$ cat config.mk
export PLATFORM = sky130hd
export DESIGN_NAME = uart_receiver_param
export DESIGN_NICKNAME = d
export VERILOG_FILES = /design/src/rtl/uart_receiver_param.sv
export SDC_FILE = /design/constraint.sdc
export NUM_CORES = 1
export LEC_CHECK = 0
export BUFFER_PORTS_ARGS = -buffer_cell sky130_fd_sc_hd__clkbuf_2
export CAP_MARGIN = 40
export CORE_AREA = 2 2 98 110
export CTS_CLUSTER_DIAMETER = 200
export CTS_CLUSTER_SIZE = 30
export DETAILED_ROUTE_END_ITERATION = 16
export DIE_AREA = 0 0 100 112
export PLACE_DENSITY = 0.59
export SLEW_MARGIN = 20
export SYNTH_ARGS = -nofsm -noshare
export SYNTH_HDL_FRONTEND = slang
export SYNTH_SLANG_ARGS = --single-unit
$ cat constraint.sdc
create_clock -name clk -period 4.05 [get_ports clk]
set_clock_uncertainty 0.2 [all_clocks]
set_input_delay 0.405 -clock clk [delete_from_list [all_inputs] [get_ports clk]]
set_output_delay 0.405 -clock clk [all_outputs]
set_load 0.01 [all_outputs]
$ cat src/rtl/uart_receiver_param.sv
// -----------------------------------------------------------------------------
// uart_receiver_param
// Oversampling UART receiver with configurable data width, runtime-selectable
// parity (none/even/odd), one or two stop bits, 3-sample majority voting per
// bit, break detection and a read handshake with overrun reporting. Contains
// its own baud-tick generator.
//
// Ports:
//   clk            system clock, rising edge
//   reset          asynchronous, active-low reset
//   baud_select    0=300 1=1200 2=4800 3=9600 4=19200 5=38400 6=57600 7=115200
//   Rx_EN          receiver enable; dropping it mid-frame discards the frame
//   Rx_PARITY_MODE 00/11=none, 01=even, 10=odd (sampled at frame start)
//   Rx_STOP2       1 = two stop bits expected (sampled at frame start)
//   RxD            asynchronous serial line, idle high
//   Rx_RD          one-cycle read strobe, clears Rx_VALID
//   Rx_DATA        payload of the last good frame
//   Rx_VALID       high while an unread good frame is held
//   Rx_FERROR      one-cycle pulse: framing error
//   Rx_PERROR      one-cycle pulse: parity error
//   Rx_OERROR      one-cycle pulse: good frame lost because Rx_VALID was set
//   Rx_BREAK       one-cycle pulse: break frame (all zeros, low stop bit)
// -----------------------------------------------------------------------------
module uart_receiver_param #(
    parameter int CLK_HZ     = 50000000,
    parameter int DATA_W     = 8,
    parameter int OVERSAMPLE = 16
) (
    input  logic              clk,
    input  logic              reset,
    input  logic [2:0]        baud_select,
    input  logic              Rx_EN,
    input  logic [1:0]        Rx_PARITY_MODE,
    input  logic              Rx_STOP2,
    input  logic              RxD,
    input  logic              Rx_RD,
    output logic [DATA_W-1:0] Rx_DATA,
    output logic              Rx_VALID,
    output logic              Rx_FERROR,
    output logic              Rx_PERROR,
    output logic              Rx_OERROR,
    output logic              Rx_BREAK
);

    localparam int M  = OVERSAMPLE / 2;
    localparam int SW = $clog2(OVERSAMPLE);

    localparam logic [SW-1:0] S_PRE  = SW'(M - 1);
    localparam logic [SW-1:0] S_MID  = SW'(M);
    localparam logic [SW-1:0] S_DEC  = SW'(M + 1);
    localparam logic [SW-1:0] S_LAST = SW'(OVERSAMPLE - 1);
    localparam logic [3:0]    LAST_BIT = 4'(DATA_W - 1);

    // Rounded clock divisor for one oversample tick at the given baud rate.
    function automatic logic [15:0] calc_div(input longint baud);
        longint den;
        den = baud * longint'(OVERSAMPLE);
        return 16'((longint'(CLK_HZ) + den / 2) / den);
    endfunction

    localparam logic [15:0] DIV0 = calc_div(300);
    localparam logic [15:0] DIV1 = calc_div(1200);
    localparam logic [15:0] DIV2 = calc_div(4800);
    localparam logic [15:0] DIV3 = calc_div(9600);
    localparam logic [15:0] DIV4 = calc_div(19200);
    localparam logic [15:0] DIV5 = calc_div(38400);
    localparam logic [15:0] DIV6 = calc_div(57600);
    localparam logic [15:0] DIV7 = calc_div(115200);

    typedef enum logic [2:0] {
        IDLE, START, DATA, PARITY, STOP1, STOP2, DONE
    } state_t;

    state_t            state, nxt_state;
    logic [1:0]        sync_q;
    logic              rx_s, rx_prev;
    logic [15:0]       div_val, div_cnt;
    logic              tick, start_edge, at_dec, at_end, maj;
    logic [SW-1:0]     s_cnt;
    logic              samp_a, samp_b;
    logic [DATA_W-1:0] shadow;
    logic [3:0]        bit_idx;
    logic [1:0]        par_mode_q;
    logic              stop2_q, ferr, perr, par_bit, stop_low, brk_hold;
    logic              parity_en, par_exp;
    logic              do_break, do_ferr, do_perr, do_oerr, do_load;

    always_comb begin
        case (baud_select)
            3'd0:    div_val = DIV0;
            3'd1:    div_val = DIV1;
            3'd2:    div_val = DIV2;
            3'd3:    div_val = DIV3;
            3'd4:    div_val = DIV4;
            3'd5:    div_val = DIV5;
            3'd6:    div_val = DIV6;
            default: div_val = DIV7;
        endcase
    end

    assign rx_s       = sync_q[1];
    // >= so a baud change mid-count cannot leave the divider running past its wrap.
    assign tick       = Rx_EN && (div_cnt >= div_val - 16'd1);
    assign start_edge = Rx_EN && (state == IDLE) && !brk_hold && rx_prev && !rx_s;
    assign at_dec     = tick && (s_cnt == S_DEC);
    assign at_end     = tick && (s_cnt == S_LAST);
    // samp_a/samp_b hold samples M-1 and M; the live line is sample M+1.
    assign maj        = (samp_a & samp_b) | (samp_a & rx_s) | (samp_b & rx_s);
    assign parity_en  = (par_mode_q == 2'b01) || (par_mode_q == 2'b10);
    assign par_exp    = (par_mode_q == 2'b10) ? ~^shadow : ^shadow;

    // Synchroniser, edge history and baud divider. The divider restarts on the
    // start edge so sample ticks line up with the frame's bit boundaries.
    always_ff @(posedge clk or negedge reset) begin
        if (!reset) begin
            sync_q  <= 2'b11;
            rx_prev <= 1'b1;
            div_cnt <= '0;
        end else begin
            sync_q  <= {sync_q[0], RxD};
            rx_prev <= rx_s;
            if (!Rx_EN || start_edge || tick)
                div_cnt <= '0;
            else
                div_cnt <= div_cnt + 16'd1;
        end
    end

    // Sample index within the bit. In IDLE it only runs during break hold-off,
    // where it measures how long the line has been continuously high.
    always_ff @(posedge clk or negedge reset) begin
        if (!reset) begin
            s_cnt    <= '0;
            brk_hold <= 1'b0;
        end else begin
            if (state == IDLE) begin
                if (!brk_hold || !rx_s)
                    s_cnt <= '0;
                else if (tick)
                    s_cnt <= (s_cnt == S_LAST) ? '0 : s_cnt + SW'(1);
            end else if (tick) begin
                s_cnt <= (s_cnt == S_LAST) ? '0 : s_cnt + SW'(1);
            end

            if (do_break)
                brk_hold <= 1'b1;
            else if (state == IDLE && brk_hold && rx_s && at_end)
                brk_hold <= 1'b0;
        end
    end

    always_ff @(posedge clk or negedge reset) begin
        if (!reset)
            state <= IDLE;
        else
            state <= nxt_state;
    end

    always_comb begin
        nxt_state = state;
        if (!Rx_EN) begin
            nxt_state = IDLE;
        end else begin
            case (state)
                IDLE:    if (start_edge) nxt_state = START;
                START: begin
                    if (at_dec && maj)
                        nxt_state = IDLE;
                    else if (at_end)
                        nxt_state = DATA;
                end
                DATA:    if (at_end && bit_idx == LAST_BIT)
                             nxt_state = parity_en ? PARITY : STOP1;
                PARITY:  if (at_end) nxt_state = STOP1;
                // The final stop bit ends at its majority decision so the
                // receiver is ready for a start edge in the second half-bit.
                STOP1: begin
                    if (stop2_q) begin
                        if (at_end) nxt_state = STOP2;
                    end else if (at_dec) begin
                        nxt_state = DONE;
                    end
                end
                STOP2:   if (at_dec) nxt_state = DONE;
                DONE:    nxt_state = IDLE;
                default: nxt_state = IDLE;
            endcase
        end
    end

    // Frame resolution in DONE, highest priority first.
    always_comb begin
        do_break = 1'b0;
        do_ferr  = 1'b0;
        do_perr  = 1'b0;
        do_oerr  = 1'b0;
        do_load  = 1'b0;
        if (state == DONE && Rx_EN) begin
            if (shadow == '0 && !par_bit && stop_low) begin
                do_break = 1'b1;
            end else if (ferr || perr) begin
                do_ferr = ferr;
                do_perr = perr;
            end else if (Rx_VALID && !Rx_RD) begin
                do_oerr = 1'b1;
            end else begin
                do_load = 1'b1;
            end
        end
    end

    // Per-frame datapath: majority samples, shift register and error flags.
    always_ff @(posedge clk or negedge reset) begin
        if (!reset) begin
            samp_a     <= 1'b1;
            samp_b     <= 1'b1;
            shadow     <= '0;
            bit_idx    <= '0;
            par_mode_q <= 2'b00;
            stop2_q    <= 1'b0;
            ferr       <= 1'b0;
            perr       <= 1'b0;
            par_bit    <= 1'b0;
            stop_low   <= 1'b0;
        end else begin
            if (tick && s_cnt == S_PRE) samp_a <= rx_s;
            if (tick && s_cnt == S_MID) samp_b <= rx_s;
            case (state)
                IDLE: begin
                    if (start_edge) begin
                        par_mode_q <= Rx_PARITY_MODE;
                        stop2_q    <= Rx_STOP2;
                        bit_idx    <= '0;
                        ferr       <= 1'b0;
                        perr       <= 1'b0;
                        par_bit    <= 1'b0;
                        stop_low   <= 1'b0;
                    end
                end
                DATA: begin
                    if (at_dec) shadow  <= {maj, shadow[DATA_W-1:1]};
                    if (at_end) bit_idx <= bit_idx + 4'd1;
                end
                PARITY: begin
                    if (at_dec) begin
                        par_bit <= maj;
                        perr    <= (maj != par_exp);
                    end
                end
                STOP1: begin
                    if (at_dec) begin
                        stop_low <= ~maj;
                        if (!maj) ferr <= 1'b1;
                    end
                end
                STOP2: begin
                    if (at_dec && !maj) ferr <= 1'b1;
                end
                default: ;
            endcase
        end
    end

    always_ff @(posedge clk or negedge reset) begin
        if (!reset) begin
            Rx_DATA   <= '0;
            Rx_VALID  <= 1'b0;
            Rx_FERROR <= 1'b0;
            Rx_PERROR <= 1'b0;
            Rx_OERROR <= 1'b0;
            Rx_BREAK  <= 1'b0;
        end else begin
            Rx_FERROR <= do_ferr;
            Rx_PERROR <= do_perr;
            Rx_OERROR <= do_oerr;
            Rx_BREAK  <= do_break;
            if (do_load) begin
                Rx_DATA  <= shadow;
                Rx_VALID <= 1'b1;
            end else if (Rx_RD) begin
                Rx_VALID <= 1'b0;
            end
        end
    end

endmodule

Word-level counts from Yosys, hierarchy flattened

Index checks and enable logic that the tools add are counted.

Add/sub/neg operators: 4
$lt $le $gt $ge: 1
Equality and inequality tests: 31
Mux-type cells: 52
Bitwise gates (word level): 6
Reductions and logical operators: 48

Operators by type and width:

| kind                                                | count |
|---|---|
| one-hot mux 14 bit (7 select lines)                 | 1 |
| two-way mux 3 bit                                   | 10 |
| two-way mux 1 bit                                   | 28 |
| two-way mux 4 bit                                   | 6 |
| logical AND 1 bit                                   | 19 |
| == test 3 bit (second input constant)               | 6 |
| one-hot mux 3 bit (6 select lines)                  | 1 |
| adder 16 x 1 -> 16 bit (second input constant)      | 1 |
| >= comparator 16 bit                                | 1 |
| two-way mux 16 bit                                  | 1 |
| subtractor 16 x 1 -> 16 bit (second input constant) | 1 |
| == test 3 x 2 -> 1 bit (second input constant)      | 4 |
| == test 4 bit (second input constant)               | 3 |
| inequality test 2 bit (second input constant)       | 6 |
| AND reduction 5 bit                                 | 2 |
| nonzero test 2 bit                                  | 5 |
| inequality test 3 bit (second input constant)       | 3 |
| AND reduction 3 bit                                 | 3 |
| adder 4 x 1 -> 4 bit (second input constant)        | 2 |
| == test 4 x 3 -> 1 bit (second input constant)      | 2 |
| zero test 8 bit                                     | 1 |
| inequality test 4 bit (second input constant)       | 2 |
| one-hot mux 4 bit (2 select lines)                  | 1 |
| XNOR reduction 8 bit                                | 1 |
| other kinds (15)                                    | 32 |

Flip-flop bits (word level): 61
Input port bits: 11
Word-level logic and storage cells: 164

Logic depth before layout (Yosys ltp)

Depth after elaboration: 10
Mapped depth: 17

Worst setup path after synthesis

No wires, ideal clock.

Kind: in2reg
Start: input port baud_select[2]
End: register state[0]
Library setup time: 0.128 ns
Arrival time: 3.393 ns
Path slack: 0.330 ns
Stages on the path: 14
Path buffers: 2
Path through: clkbuf_1 nand2_1 o21ai_0 ha_1 xnor2_1 ha_1 a211o_1 a31oi_1 o221ai_2 a31o_1 buf_6 and3_4 o31ai_4 mux2_1

Cells in the longest elaborated chain, start to end: 10
Elaborated cells on any way between the ends: 25

Ends and longest elaborated chain:

| element                                                       | RTL line | source |
|---|---|---|
| from (decl)                                                   | 31       | `input logic [2:0] baud_select,` |
| == test 3 bit (tied with other cells)                         | 89       | `case (baud_select)` |
| one-hot mux 14 bit (7 select lines) *                         | 89       |  |
| subtractor 16 x 1 -> 16 bit *                                 | 103      | `assign tick = Rx_EN && (div_cnt >= div_val - 16'd1);` |
| >= comparator 16 bit *                                        | 103      |  |
| logical AND 1 bit *                                           | 103      |  |
| logical AND 1 bit                                             | 105      | `assign at_dec = tick && (s_cnt == S_DEC);` |
| two-way mux 3 bit / logical AND 1 bit (equally long branches) | -        |  |
| two-way mux 3 bit (on tied branches)                          | -        |  |
| one-hot mux 3 bit (6 select lines)                            | 164      | `case (state)` |
| two-way mux 3 bit                                             | 161      | `if (!Rx_EN) begin` |
| to (signal assigned)                                          | 156      | `state <= nxt_state;` |
| to (decl)                                                     | 74       | `state_t state, nxt_state;` |

Mark *: on every way between the ends. The rest lies on a longest branch, timed or not.
A chain may end at the register's enable or synchronous reset.

Worst setup path in the final report

Same ends and word-level chain as after synthesis.

==> metrics.md <==
| Metric | Value |
|---|---|
| Gates resized, CTS repair | 0 |
| Global Route met2 Usage | 0.226 |
| Mean post-synth cell area | 9.75 um2 |
| Number of synthesized register bits | between 60 and 70 |
| CTS clk-pin slew, worst paths | about 60 ps |
| Setup bufs post-CTS | 0 |
| Initial antenna violation count | 0 |
| Startpoint types | input port |
| Crit Path Category | input port to flip-flop |
| Number of setup violations in the final report | 0 |
| CTS Buf Count | 9 |
| Post-Place Worst Slack | around 230 ps |
| Wire per inst | between 10 and 15 um |
| First-pass GRT wire length | ~12 mm |
| Via density per instance | ~5 |
| Final WS setup | roughly 520 ps |
| Asr flop ratio synth | 1.00 |
| Worst r2r path cells | 8 |
| CP Data Required Time | between 4000 and 5000 ps |
| Pwr Total | around 1.5 mW |
| Cells along the critical path | clkbuf_2, nand2_1, o21ai_0, ha_1, xnor2_1, ha_1, a211o_1, a31oi_1, o221ai_2, a31oi_1, o21ai_1, o31ai_4, mux2_1 |
| Peak Freq | about 0.28 GHz |
| Met3 usage | 0.0358 |
| Post-Syn Area | 3470 um2 |
| Row count | 39 |
| Layout cells sized above 1 | 0.152 |
| Critical Path Max Stage Delay | between 500 and 600 ps |
| Period utilization | 0.872 |
| Clock buffer depth | 2 |
| CTS tree | done |
| # diodes | 0 |
| Tmin final | between 3000 and 4000 ps |
| Nets | roughly 430 |
| Commonest non-fill, non-tap cell in the layout | dfrtp_1 |
| Fin area | 4050 um2 |
| Yosys warns | 0 |
| Drt drc | 0 |
| Post-DP Area | 3750 um2 |
| Starting density of the core | 0.342 |
| Core Util, Final | 0.399 |
| Slew headroom | 0.588 |
| Layout area overhead | 16.7% |
| Root Driver | clkbuf_16 |
| Die Y | around 110 um |
| Worst hold path cell count | 2 |
| Final Max Tran Viols | 0 |
| Synth cell types | 56 |
| IO Port Bufs | 23 |
| H-tree Lvls | 3 |
| Worst Tran Pin Value | roughly 600 ps |
| DP Wirelength | 5.12 mm |
| Critical Path Sink Type | flip-flop |
| Initial DRT Pass Iterations | 4 |
| Most frequent cells in the layout | dfrtp_1, nor2_1, nand2_1 |
| Die width | approximately 100 um |
| Number of synthesized flops with an enable pin | 0 |
| RSZ-0062 raised after global routing | no |
| Post-CTS Hold Fix Bufs | 2 |
| Vias in the first global route | ~2600 |
| Slowest CP cell | a31oi_1 |
| Cells after Synth | 356 |
| Io pins | 24 |
| P per Cell Area | roughly 360 nW/um2 |
| Run status | finished clean |
| Die area | between 10000 and 15000 um2 |
| DR vias | 2581 |
| Worst vdd ir | 0.000141 V |
| Setup_tns | 0 ps |
| Clk Latency, worst-skew pair | 330 ps |
| Placer Congestion | ~0.86 |
| Grt ovf | 0 |
| Most used routing layer | met2 |
| Lkg Pwr | 1.95 nW |
| Global Route met1 Usage | 0.163 |
| Final hold viol count | 0 |
| Clock Sink Count | 61 |
| Final wirelength | ~6.8 mm |
| Post-synth top flop | dfrtp_1 |
| Sequential share of the synthesized area | 0.442 |
| Hold WC Path Type | input port to flip-flop |
| Arr. time, crit path | roughly 3500 ps |
| Pin count of the biggest net entering global routing | 23 |
| Critical path peak fanout | 12 |
| Initial drt markers | 111 |
| Antenna-violating nets left | 0 |
| Number of max-cap violations | 0 |
| Core ar. | 10100 um2 |
| Gr usage total | 0.134 |
==> cells by family after synthesis <==
kind of cell	synth area share
simple gates	0.188
flops	0.442
compound gates	0.105
buf+inv	0.0436
fa+ha+maj	0.100
xor+xnor	0.0656
mux	0.0545
other cells	0.00108
==> metal layers <==
layer,wire length (um),part of all wire
met1,2970,0.44
met2,3410,0.50
met3,274,0.040
met4,133,0.020
met5,0,0
==> sequential cells by signal (all words and copies together) (netlist names) <==
name and flops:
rx_prev 1, Rx_BREAK 1, stop_low 1, s_cnt 4
ferr 1, par_bit 1, samp_b 1, state 3
samp_a 1, brk_hold 1, sync_q 2, bit_idx 4
stop2_q 1, Rx_VALID 1, par_mode_q 2, Rx_DATA 8
shadow 8, Rx_OERROR 1, Rx_FERROR 1, div_cnt 16
Rx_PERROR 1, perr 1
==> path summary, 6_finish.rpt <==
check,from,slack (ps),end
setup / recovery,baud_select[2],520,state[0]$_DFFE_PN0P_
hold / removal,Rx_PARITY_MODE[0],90,par_mode_q[0]$_DFFE_PN0P_
setup reg to reg,div_cnt[2]$_DFF_PN0_,1030,state[0]$_DFFE_PN0P_
hold reg to reg,sync_q[0]$_DFF_PN1_,160,sync_q[1]$_DFF_PN1_
max in group asynchronous,reset,2460,sync_q[1]$_DFF_PN1_
min in group asynchronous,reset,420,Rx_DATA[4]$_DFFE_PN0P_
==> critical path: cells and delay by family <==
| family | cells | cell delay (ps) |
|---|---|---|
| AO/OA/AOI/OAI | 7 | 1790 |
| XOR/XNOR | 1 | 140 |
| adder cells (fa/ha/maj) | 2 | 530 |
| buffers and inverters | 1 | 210 |
| multiplexers | 1 | 350 |
| AND/OR/NAND/NOR | 1 | 100 |
==> power by group <==
part	switching, mW	internal, mW	total (mW)
clock	0.278	0.415	0.693
sequential	0.0134	0.626	0.639
combinational	0.0732	0.0523	0.125
==> through the flow <==
stage | hold WS (ps) | cells
final | 94.0 | 517
after global routing | 105 | 517
after detailed placement | 151 | 499
after CTS | 83.7 | 517
after global placement | 152 | 498
after floorplan | -90.6 | 359
==> Yosys cell counts, types with 2 or more instances <==
library cell	n	share of area
a211oi_1	2	0.0043
a21oi_1	18	0.026
a31o_1	3	0.0076
a31oi_1	2	0.0036
and2_1	4	0.0072
and3_1	6	0.011
buf_2	4	0.0058
clkbuf_1	5	0.0054
dfrtp_1	56	0.40
dfstp_2	5	0.038
ha_1	27	0.097
inv_1	23	0.025
mux2_1	5	0.016
mux2_2	2	0.0065
mux2i_1	11	0.032
nand2_1	33	0.036
nand2b_1	5	0.0090
nand3_1	12	0.017
nand3b_1	2	0.0043
nand4_1	10	0.018
nor2_1	38	0.041
nor2b_1	3	0.0054
o21ai_0	15	0.022
o21ai_1	2	0.0029
o311ai_0	2	0.0050
or3_1	7	0.013
xnor2_1	15	0.038
xor2_1	11	0.028
==> cell type report <==
class / instances / area [um2]
Sequential cell: 61 / 1530
Inverter: 24 / 90.1
Timing Repair Buffer: 31 / 200
Clock buffer: 9 / 225
Multi-Input combinational cell: 262 / 1800
Clock inverter: 7 / 51.3
Tap cell: 123 / 154
Fill cell: 1029 / 6100
(Power assumes the default switching activity.)
